===== src/rtl/i2c_slave_byte_ctrl.sv =====
// Byte-level I2C responder for one 7-bit address: START/STOP detection, address match, ACK, and byte RX/TX.
// Define I2C_SLAVE_GENERAL_CALL_EN to also ACK the general-call address byte 8'h00.
module i2c_slave_byte_ctrl #(
    parameter logic [6:0] SLAVE_ADDR = 7'h50
) (
    input  logic       Clk,
    input  logic       Rst_n,
    input  logic       Scl_i,
    input  logic       Sda_i,
    output logic       Sda_oen,
    output logic [7:0] Rx_data,
    output logic       Rx_valid,
    input  logic       Rx_nack,
    input  logic [7:0] Tx_data,
    output logic       Tx_req,
    output logic       Addr_match,
    output logic       Rw,
    output logic       Master_nack,
    output logic       Stop_det,
    output logic       Busy
);

    typedef enum logic [2:0] {
        IDLE, ADDR, ADDR_ACK, RX_BYTE, RX_ACK, TX_BYTE, TX_ACK, WAIT_STOP
    } state_t;

    state_t     state, state_nxt;
    logic [2:0] scl_sync, sda_sync;
    logic [2:0] bit_cnt, bit_cnt_nxt;
    logic [6:0] shift_reg, shift_nxt;
    logic       byte_done, byte_done_nxt;
    logic       sda_oen_nxt, rw_nxt;
    logic [7:0] rx_data_nxt, new_byte;
    logic       rx_valid_nxt, tx_req_nxt, addr_match_nxt, master_nack_nxt, stop_det_nxt;
    logic       scl_s, scl_d, sda_s, sda_d;
    logic       scl_rise, scl_fall, start_cond, stop_cond, addr_hit;

    // Two synchronizer stages plus one delay stage per pad; bit 1 is the synced level.
    always_ff @(posedge Clk or negedge Rst_n) begin
        if (!Rst_n) begin
            scl_sync <= 3'b111;
            sda_sync <= 3'b111;
        end else begin
            scl_sync <= {scl_sync[1:0], Scl_i};
            sda_sync <= {sda_sync[1:0], Sda_i};
        end
    end

    assign scl_s      = scl_sync[1];
    assign scl_d      = scl_sync[2];
    assign sda_s      = sda_sync[1];
    assign sda_d      = sda_sync[2];
    assign scl_rise   = scl_s & ~scl_d;
    assign scl_fall   = ~scl_s & scl_d;
    assign start_cond = ~sda_s & sda_d & scl_s;
    assign stop_cond  = sda_s & ~sda_d & scl_s;
    assign new_byte   = {shift_reg, sda_s};
    assign Busy       = (state != IDLE);

`ifdef I2C_SLAVE_GENERAL_CALL_EN
    assign addr_hit = (new_byte[7:1] == SLAVE_ADDR) || (new_byte == 8'h00);
`else
    assign addr_hit = (new_byte[7:1] == SLAVE_ADDR);
`endif

    always_ff @(posedge Clk or negedge Rst_n) begin
        if (!Rst_n) begin
            state       <= IDLE;
            bit_cnt     <= 3'd0;
            shift_reg   <= 7'd0;
            byte_done   <= 1'b0;
            Sda_oen     <= 1'b1;
            Rx_data     <= 8'h00;
            Rw          <= 1'b0;
            Rx_valid    <= 1'b0;
            Tx_req      <= 1'b0;
            Addr_match  <= 1'b0;
            Master_nack <= 1'b0;
            Stop_det    <= 1'b0;
        end else begin
            state       <= state_nxt;
            bit_cnt     <= bit_cnt_nxt;
            shift_reg   <= shift_nxt;
            byte_done   <= byte_done_nxt;
            Sda_oen     <= sda_oen_nxt;
            Rx_data     <= rx_data_nxt;
            Rw          <= rw_nxt;
            Rx_valid    <= rx_valid_nxt;
            Tx_req      <= tx_req_nxt;
            Addr_match  <= addr_match_nxt;
            Master_nack <= master_nack_nxt;
            Stop_det    <= stop_det_nxt;
        end
    end

    // byte_done marks "8th rise seen (or master ACK seen), act on the next SCL fall".
    always_comb begin
        state_nxt       = state;
        bit_cnt_nxt     = bit_cnt;
        shift_nxt       = shift_reg;
        byte_done_nxt   = byte_done;
        sda_oen_nxt     = Sda_oen;
        rx_data_nxt     = Rx_data;
        rw_nxt          = Rw;
        rx_valid_nxt    = 1'b0;
        tx_req_nxt      = 1'b0;
        addr_match_nxt  = 1'b0;
        master_nack_nxt = 1'b0;
        stop_det_nxt    = 1'b0;

        if (stop_cond) begin
            state_nxt     = IDLE;
            bit_cnt_nxt   = 3'd0;
            byte_done_nxt = 1'b0;
            sda_oen_nxt   = 1'b1;
            stop_det_nxt  = (state != IDLE);
        end else if (start_cond) begin
            state_nxt     = ADDR;
            bit_cnt_nxt   = 3'd0;
            byte_done_nxt = 1'b0;
            sda_oen_nxt   = 1'b1;
        end else begin
            case (state)
                ADDR: begin
                    if (scl_rise) begin
                        shift_nxt   = new_byte[6:0];
                        bit_cnt_nxt = bit_cnt + 3'd1;
                        if (bit_cnt == 3'd7) begin
                            if (addr_hit) begin
                                rw_nxt         = new_byte[0];
                                addr_match_nxt = 1'b1;
                                tx_req_nxt     = new_byte[0];
                                byte_done_nxt  = 1'b1;
                            end else begin
                                state_nxt = WAIT_STOP;
                            end
                        end
                    end else if (scl_fall && byte_done) begin
                        byte_done_nxt = 1'b0;
                        sda_oen_nxt   = 1'b0;
                        state_nxt     = ADDR_ACK;
                    end
                end
                ADDR_ACK: begin
                    if (scl_fall) begin
                        bit_cnt_nxt = 3'd0;
                        if (Rw) begin
                            shift_nxt   = Tx_data[6:0];
                            sda_oen_nxt = Tx_data[7];
                            state_nxt   = TX_BYTE;
                        end else begin
                            sda_oen_nxt = 1'b1;
                            state_nxt   = RX_BYTE;
                        end
                    end
                end
                RX_BYTE: begin
                    if (scl_rise) begin
                        shift_nxt   = new_byte[6:0];
                        bit_cnt_nxt = bit_cnt + 3'd1;
                        if (bit_cnt == 3'd7) begin
                            rx_data_nxt   = new_byte;
                            rx_valid_nxt  = 1'b1;
                            byte_done_nxt = 1'b1;
                        end
                    end else if (scl_fall && byte_done) begin
                        byte_done_nxt = 1'b0;
                        if (Rx_nack) begin
                            state_nxt = WAIT_STOP;
                        end else begin
                            sda_oen_nxt = 1'b0;
                            state_nxt   = RX_ACK;
                        end
                    end
                end
                RX_ACK: begin
                    if (scl_fall) begin
                        sda_oen_nxt = 1'b1;
                        bit_cnt_nxt = 3'd0;
                        state_nxt   = RX_BYTE;
                    end
                end
                TX_BYTE: begin
                    if (scl_rise) begin
                        bit_cnt_nxt = bit_cnt + 3'd1;
                        if (bit_cnt == 3'd7) begin
                            byte_done_nxt = 1'b1;
                        end
                    end else if (scl_fall) begin
                        if (byte_done) begin
                            byte_done_nxt = 1'b0;
                            sda_oen_nxt   = 1'b1;
                            state_nxt     = TX_ACK;
                        end else begin
                            sda_oen_nxt = shift_reg[6];
                            shift_nxt   = {shift_reg[5:0], 1'b1};
                        end
                    end
                end
                TX_ACK: begin
                    if (scl_rise) begin
                        if (!sda_s) begin
                            tx_req_nxt    = 1'b1;
                            byte_done_nxt = 1'b1;
                        end else begin
                            master_nack_nxt = 1'b1;
                            state_nxt       = WAIT_STOP;
                        end
                    end else if (scl_fall && byte_done) begin
                        byte_done_nxt = 1'b0;
                        bit_cnt_nxt   = 3'd0;
                        shift_nxt     = Tx_data[6:0];
                        sda_oen_nxt   = Tx_data[7];
                        state_nxt     = TX_BYTE;
                    end
                end
                IDLE, WAIT_STOP: begin
                    state_nxt = state;
                end
                default: begin
                    state_nxt = IDLE;
                end
            endcase
        end
    end

endmodule


===== config.mk =====
export PLATFORM = sky130hd
export DESIGN_NAME = i2c_slave_byte_ctrl
export DESIGN_NICKNAME = d
export VERILOG_FILES = /design/src/rtl/i2c_slave_byte_ctrl.sv
export SDC_FILE = /design/constraint.sdc
export NUM_CORES = 1
export LEC_CHECK = 0
export ABC_AREA = 1
export CORE_AREA = 5 5 75 77
export CTS_BUF_LIST = sky130_fd_sc_hd__clkbuf_2
export DETAILED_ROUTE_END_ITERATION = 8
export DIE_AREA = 0 0 80 82
export PLACE_DENSITY = 0.72
export SLEW_MARGIN = 20
export SYNTH_ARGS = -nofsm -noshare
export SYNTH_HDL_FRONTEND = slang
export SYNTH_SLANG_ARGS = --single-unit

===== constraint.sdc =====
create_clock -name Clk -period 3.3 [get_ports Clk]
set_input_delay 0.33 -clock Clk [delete_from_list [all_inputs] [get_ports Clk]]
set_output_delay 0.33 -clock Clk [all_outputs]
set_load 0.005 [all_outputs]

# Word level (Yosys, flattened, before mapping)
# Cells that the tools add are included.
word_totals:
  ff_bits: 35
  in_bits: 13
  out_inout_bits: 16
  word_cells: 174
classes:
  addsub: 1
  n_eq_ne: 40
  n_mux: 89
  bitwise: 12
  n_reduce_logical: 18
op_table:
  columns: ["operator", "n"]
  rows:
  - ["$mux W3", 23]
  - ["$mux W7", 8]
  - ["$mux W1", 51]
  - ["$ne A4 B4 Y1 const B", 12]
  - ["$ne A5 B5 Y1 const B", 8]
  - ["$pmux W7 S4", 1]
  - ["$pmux W3 S6", 1]
  - ["$eq A3 B3 Y1 const B", 5]
  - ["$reduce_and A5 Y1", 3]
  - ["$ne A2 B2 Y1 const B", 7]
  - ["$reduce_and A13 Y1", 1]
  - ["$reduce_and A12 Y1", 1]
  - ["$reduce_and A11 Y1", 1]
  - ["$pmux W3 S3", 1]
  - ["$ne A4 B1 Y1 const B", 2]
  - ["$reduce_bool A8 Y1", 1]
  - ["$eq A7 B7 Y1 const B", 1]
  - ["$and A1 B1 Y1", 6]
  - ["$eq A3 B2 Y1 const B", 2]
  - ["$not A1 Y1", 6]
  - ["$pmux W1 S6", 1]
  - ["$reduce_and A6 Y1", 1]
  - ["$reduce_bool A6 Y1", 1]
  - ["$reduce_or A2 Y1", 3]
  - ["13 further kinds", 13]

# Depth between registers and ports, before layout
# Gate-level depths: netlist (run 1).
depth:
  ltp_word: 8
  mapped_depth: 12
  ltp_nobuf: 12

# Least setup slack after synthesis (run 1)
# No wires, ideal clock.
synth_timing:
  kind: "reg2reg"
  startpoint: "reg scl_sync[2]"
  endpoint: "reg shift_reg[0]"
  arrival_time_ns: 1.740
  t_required_ns: 3.181
  path_slack_ns: 1.441
  stages_incl_launch_ff: 10
  n_path_buf: 1
  synth_period_minus_slack_ns: 1.859
  path_cell_list: "dfstp_2 inv_1 ha_1 buf_2 inv_2 nand3_1 a211oi_4 nand3_4 nand2_1 nand2_1"
synth_between:
  elab_chain_len: 4
  word_cells_on_any_way: 11
  cone_classes: "eq/ne: 6; bitwise: 3; reduce/logical: 2"
synth_rtl:
  columns: ["item", "line", "rtl"]
  rows:
  - ["start, declared", "28", "logic [2:0] scl_sync, sda_sync;"]
  - ["start signal, assigned", "44", "scl_sync <= {scl_sync[1:0], Scl_i};"]
  - ["$and A1 B1 Y1 / $not A1 Y1 (equally long branches)", "54, 53", null]
  - ["$logic_and A1 B1 Y1 / $and A1 B1 Y1 (equally long branches)", "209, 53", null]
  - ["$ne A2 B2 Y1 (no source line) / $ne A2 B1 Y1 (equally long branches)", null, null]
  - ["$reduce_and A11 Y1 (no source line) *", null, null]
  - ["end signal, assigned", "83", "shift_reg <= shift_nxt;"]
  - ["end, declared", "30", "logic [6:0] shift_reg, shift_nxt;"]
# Every way passes the cells marked *; elsewhere a longest branch is shown, timed or not.
# A chain may end at the register's enable or synchronous reset.

# Worst setup path after layout (run 1)
layout_timing:
  startpoint: "reg scl_sync[1]"
  endpoint: "reg Rx_data[5]"
layout_between:
  elab_chain_len: 3
  word_cells_on_any_way: 6
  cone_classes: "bitwise: 5; reduce/logical: 1"
layout_rtl:
  columns: ["item", "line", "rtl"]
  rows:
  - ["$and A1 B1 Y1, on equally long branches", "56, 55", null]
  - ["$not A1 Y1 (no source line)", null, null]
  - ["$reduce_and A5 Y1 (no source line) *", null, null]
  - ["end signal, assigned", "86", "Rx_data <= rx_data_nxt;"]
  - ["end, declared", "11", "output logic [7:0] Rx_data,"]
# Marked as above.

==> results.sh, run 1 <==
export IMPL_syn_inst=284
export IMPL_initial_core_util_pct=43.0
export IMPL_drive_gt1_share_pct=14.0
export IMPL_synth_compound_area_share_pct=7.30
export IMPL_row_count=26
export IMPL_fin_crit_sh_pct=64.7
export IMPL_status="completed"
export IMPL_yosysTopAreaCellShare_pct=33.0
export IMPL_yosysMostFrequentCell="nand2_1"
export IMPL_cts_root_buf="clkbuf_2"
export IMPL_coreArea_um2=4940
export IMPL_cts_tree="done"
export IMPL_r2r_cells=7
export IMPL_tightest_slew_ps=455
export IMPL_die_y_um=82
export IMPL_htreeDepth=2
export IMPL_grt_max_degree=36
export IMPL_synth_fa_ha_area_share_pct=2.35
export IMPL_setup_violations=0
export IMPL_synth_edf_count=0
export IMPL_final_util_pct=51.1
export IMPL_die_area_um2=6560
export IMPL_placed_area_um2=2460
export IMPL_clockBufferDepth=2
export IMPL_synth_cell_types=28
export IMPL_first_iter_violations=166
export IMPL_synthesis_area_um2=2130
export IMPL_relSlewSlack_pct=69.6
export IMPL_die_w_um=80
export IMPL_yosys_register_bits=35
export IMPL_synth_simple_gate_area_share_pct=42.0
export IMPL_track_usage_pct=17.0
export IMPL_insertion_delay_ps=410
export IMPL_io_buffer_count=28
export IMPL_cts_buffers=5
export IMPL_largest_reg_flops=8
export IMPL_final_cells=384
export IMPL_place_congestion=0.968
export IMPL_ios=29
export IMPL_powerDensity_nw_per_um2=763
export IMPL_n_antenna_cell=0
export IMPL_setup_ws_ps=1170
export IMPL_routedLengthMet1_mm=2.26
export IMPL_critPathBufInv=2
export IMPL_post_dp_hpwl_mm=3.81
export IMPL_regToRegSetupSlack_ps=1170
export IMPL_synth_top_cells_by_count="nand2_1 (92), nor2_1 (29), dfrtp_1 (28), nand3_1 (27), inv_1 (19)"
export IMPL_synth_area_leaders="dfrtp_1 (33%), nand2_1 (16%), dfstp_2 (8.7%)"
export IMPL_synth_fp_nets=301
export IMPL_worstPathCellList="ha_1, inv_2, nor2_4, nand3_1, inv_1, nand2_1, nand2_1"
export IMPL_cts_sinks=35
export IMPL_yosysTopAreaCell="dfrtp_1"
export IMPL_dp_cells=376
export IMPL_post_drt_wl_per_cell_um=13.1
export IMPL_crit_required_ps=3670
export IMPL_cts_reportedPaths_clkPinSlew_ps=210
export IMPL_drc_errors=0
export IMPL_cts_resized=0
export IMPL_layout_nets=330
export IMPL_arrival_ps=2510
export IMPL_max_vdd_ir_drop_mv=0.312
export IMPL_rr_startpoint="scl_sync[1]"
export IMPL_highest_layer="met4"
export IMPL_cpPeakStageDelay_ps=640
export IMPL_crit_slowest_cell="dfstp_2"
export IMPL_overflow=0
export IMPL_area_growth_pct=18.9
export IMPL_antenna_found_initial=0
export IMPL_drt_pass1_iterations=5
export IMPL_async_reset_ff_share_pct=100
export IMPL_criticalPathCategory="flip-flop to flip-flop"
export IMPL_hold_path_class="input pin to async pin"
export IMPL_vias_per_cell=5.20
export IMPL_cp_top_family="simple AND/OR/NAND/NOR gates"
export IMPL_wl_met2_mm=2.27
export IMPL_synth_xor_area_share_pct=0
export IMPL_met3_length_um=353
export IMPL_endpoint_kind="flip-flop"
export IMPL_critPathLaunchType="flip-flop"
export IMPL_drv_slew=0
export IMPL_worstPathMaxFanout=13
export IMPL_fin_skew_ps=24.2
export IMPL_pre_cts_ws_ps=1180
export IMPL_final_area_um2=2530
export IMPL_synth_top_family_by_area="simple AND/OR/NAND/NOR gates"
export IMPL_synth_mux_area_share_pct=0
export IMPL_hold_viol=0
export IMPL_ys_flop_type="dfrtp_1"
export IMPL_postCtsHoldBufs=0
export IMPL_postCtsSetupBuffers=0
export IMPL_p_leak_nw=1.27
export IMPL_num_vias=1998
export IMPL_wl_mm=5.01
export IMPL_avgSynthCellArea_um2=7.49
export IMPL_maxCapViolations=0
export IMPL_yosys_warnings=0
export IMPL_tns_ps=0
export IMPL_grt_pass1_wl_mm=8.58
export IMPL_rsz0062_at_grt="false"
export IMPL_min_period_ps=2130
export IMPL_synth_seq_area_share_pct=41.6
export IMPL_rr_endpoint="Rx_data[5]"
export IMPL_first_global_vias=1735
export IMPL_cpMostUsedCell="nand2_1"
export IMPL_postRouteAntennaNets=0
export IMPL_fmax_ghz=0.469
per-stage QoR:
stage / total power [W] / hold slack (ps)
after global placement: 0.00163 / 347
after detailed placement: 0.00164 / 348
after global routing: 0.00211 / 287
after floorplan: 0.00140 / 34.4
final: 0.00193 / 292
after CTS: 0.00193 / 303
layout by cell type (no fill, tap or decap), drive strengths merged:
cell / Yosys / final
clkinv: 0 / 2
a21oi: 4 / 4
bufinv: 0 / 1
nor3: 2 / 2
inv: 27 / 27
clkdlybuf4s50: 0 / 28
dfrtp: 28 / 28
dfstp: 7 / 7
o22ai: 1 / 1
o211ai: 1 / 1
o21ai: 18 / 18
clkbuf: 0 / 5
nand3: 34 / 34
a211oi: 1 / 1
o21a: 1 / 1
nor2: 36 / 36
buf: 7 / 1
nand2: 95 / 95
ha: 4 / 4
nand4: 13 / 13
nand3b: 5 / 5
how the worst max path moves through the flow:
stage	startpoint	endpoint	slack [ps]	depth (start not counted)
2_1_floorplan	scl_sync[2]	shift_reg[0]	1440	9
3_3_place_gp	scl_sync[1]	Rx_data[3]	1170	7
3_5_place_dp	scl_sync[1]	Rx_data[4]	1180	7
4_1_cts	scl_sync[1]	Rx_data[4]	1150	7
5_1_grt	scl_sync[1]	Rx_data[3]	910	7
6_report	scl_sync[1]	Rx_data[5]	1170	7
layer usage:
| layer | track usage, % | vias to the layer above |
|---|---|---|
| li1 | - | 990 |
| met1 | 23.1 | 905 |
| met2 | 25.8 | 91 |
| met3 | 4.71 | 12 |
| met4 | 6.42 | 0 |
| met5 | 0 | - |
area by class of cell:
| class | instances | area (um^2) |
|---|---|---|
| clock buffer | 5 | 25.0 |
| clock inverter | 3 | 43.8 |
| multi-input combinational | 215 | 1100 |
| sequential | 35 | 885 |
| inverter | 27 | 101 |
| timing repair buffer | 29 | 288 |
| fill | 527 | 2420 |
| tap | 70 | 87.6 |
cell families after synthesis:
group / Yosys count
DFF: 35
buffers and inverters: 34
AOI/OAI and AO/OA: 26
adders and majority gates: 4
and+or+nand+nor: 185
where the power goes:
part / leakage [nW] / internal [W] / switching (W)
Clock: 0.0429 / 0.000128 / 0.000163
Combinational: 0.783 / 0.000351 / 0.000649
Sequential: 0.447 / 0.000527 / 0.000109
No activity file was read; power rests on OpenSTA's default activity.
==> run 2, diff against run 1 <==
Clock period 3.3 ns to 2.22 ns, I/O delays scaled along.
==> results.sh, run 2 (synthesized netlist as in run 1, its figures left out) <==
export IMPL_status="completed"
export IMPL_post_dp_hpwl_mm=3.82
export IMPL_hold_viol=0
export IMPL_cts_tree="done"
export IMPL_first_iter_violations=128
export IMPL_fillerInstances=485
export IMPL_postCtsHoldBufs=0
export IMPL_criticalPathCategory="flip-flop to output port"
export IMPL_fin_skew_ps=28.0
export IMPL_first_global_vias=1812
export IMPL_ios=29
export IMPL_fin_crit_sh_pct=92.0
export IMPL_rsz0062_at_grt="false"
export IMPL_tightest_slew_ps=435
export IMPL_arrival_ps=1820
export IMPL_tns_ps=0
export IMPL_cts_root_buf="clkbuf_2"
export IMPL_num_vias=1964
export IMPL_htreeDepth=2
export IMPL_cts_buffers=5
export IMPL_cts_resized=0
export IMPL_critPathLaunchType="flip-flop"
export IMPL_area_growth_pct=20.2
export IMPL_die_w_um=80
export IMPL_largest_reg_flops=8
export IMPL_vias_per_cell=5.07
export IMPL_grt_max_degree=36
export IMPL_clockBufferDepth=2
export IMPL_relSlewSlack_pct=71.0
export IMPL_cts_sinks=35
export IMPL_track_usage_pct=17.1
export IMPL_coreArea_um2=4940
export IMPL_antenna_found_initial=0
export IMPL_insertion_delay_ps=410
export IMPL_postCtsSetupBuffers=0
export IMPL_endpoint_kind="output port"
export IMPL_p_leak_nw=1.29
export IMPL_maxCapViolations=0
export IMPL_min_period_ps=2040
export IMPL_wl_mm=5.01
export IMPL_crit_required_ps=2000
export IMPL_max_vdd_ir_drop_mv=0.495
export IMPL_io_buffer_count=28
export IMPL_row_count=26
export IMPL_worstPathMaxFanout=10
export IMPL_die_y_um=82
export IMPL_setup_violations=0
export IMPL_drt_pass1_iterations=4
export IMPL_drive_gt1_share_pct=15.1
export IMPL_final_util_pct=51.7
export IMPL_overflow=0
export IMPL_hold_path_class="input pin to async pin"
export IMPL_layout_nets=333
export IMPL_post_drt_wl_per_cell_um=13.0
export IMPL_place_congestion=0.946
export IMPL_powerDensity_nw_per_um2=1130
export IMPL_initial_core_util_pct=43.0
export IMPL_die_area_um2=6560
export IMPL_cts_reportedPaths_clkPinSlew_ps=190
export IMPL_grt_pass1_wl_mm=8.65
export IMPL_postRouteAntennaNets=0
export IMPL_drv_slew=0
export IMPL_final_common_cell="nand2_1"
export IMPL_n_antenna_cell=0
export IMPL_mostFrequentLayoutCells="nand2_1 (92), nor2_1 (29), dfrtp_1 (28), clkdlybuf4s50_1 (28), nand3_1 (26)"
export IMPL_drc_errors=0
export IMPL_fmax_ghz=0.490
[run 2: cell count changes in the layout (fill, tap and decap cells not counted), sizes merged]
| cell | previous run | this run |
|---|---|---|
| buf | 1 | 4 |
[run 2: worst paths after layout]
| check | startpoint | endpoint | slack (ps) | depth (start not counted) |
|---|---|---|---|---|
| max in group asynchronous | Rst_n | Sda_oen | 1660 | 2 |
| hold reg to reg | sda_sync[0] | sda_sync[1] | 370 | 0 |
| setup / recovery | state[1] | Busy | 180 | 3 |
| hold / removal | Rst_n | Stop_det | 190 | 2 |
| min in group Clk | Scl_i | scl_sync[0] | 190 | 1 |
| setup reg to reg | scl_sync[2] | shift_reg[3] | 280 | 8 |
[run 2: stage by stage]
step | worst slack (ps) | hold slack [ps] | power (W) | cell area (um^2) | cells
after global routing | 32.6 | 150 | 0.00316 | 2550 | 387
after CTS | 150 | 166 | 0.00289 | 2550 | 387
after detailed placement | 213 | 348 | 0.00246 | 2480 | 379
after floorplan | 361 | -73.6 | 0.00208 | 2130 | 284
after global placement | 198 | 346 | 0.00245 | 2480 | 379
final | 178 | 185 | 0.00288 | 2550 | 387
[run 2: layer usage]
metal	global-route usage (%)	routed length, um
met3	3.95	326
met4	5.74	89
met2	26.7	2300
met5	0	0
met1	23.4	2290
[run 2: critical path, stage by stage (launching register included)]
cell and delay [ps]:
dfrtp_1 630, nor2_1 140, nand2_1 130, clkdlybuf4s50_1 520
[run 2: where the power goes]
group          leakage [nW]  total (W)  switching, W  internal (W)
combinational         0.797    0.00151      0.000974      0.000538
clock                0.0429   0.000424      0.000233      0.000191
sequential            0.447   0.000949      0.000166      0.000783
total                  1.29    0.00288       0.00137       0.00151
[run 2: area by class of cell]
class,count,area [um^2],share of cell area (%)
Sequential cell,35,885,34.6
Multi-Input combinational cell,215,1100,43.1
Tap cell,70,87.6,3.43
Clock buffer,5,25.0,0.979
Timing Repair Buffer,32,310,12.1
Clock inverter,3,43.8,1.71
Inverter,27,101,3.97
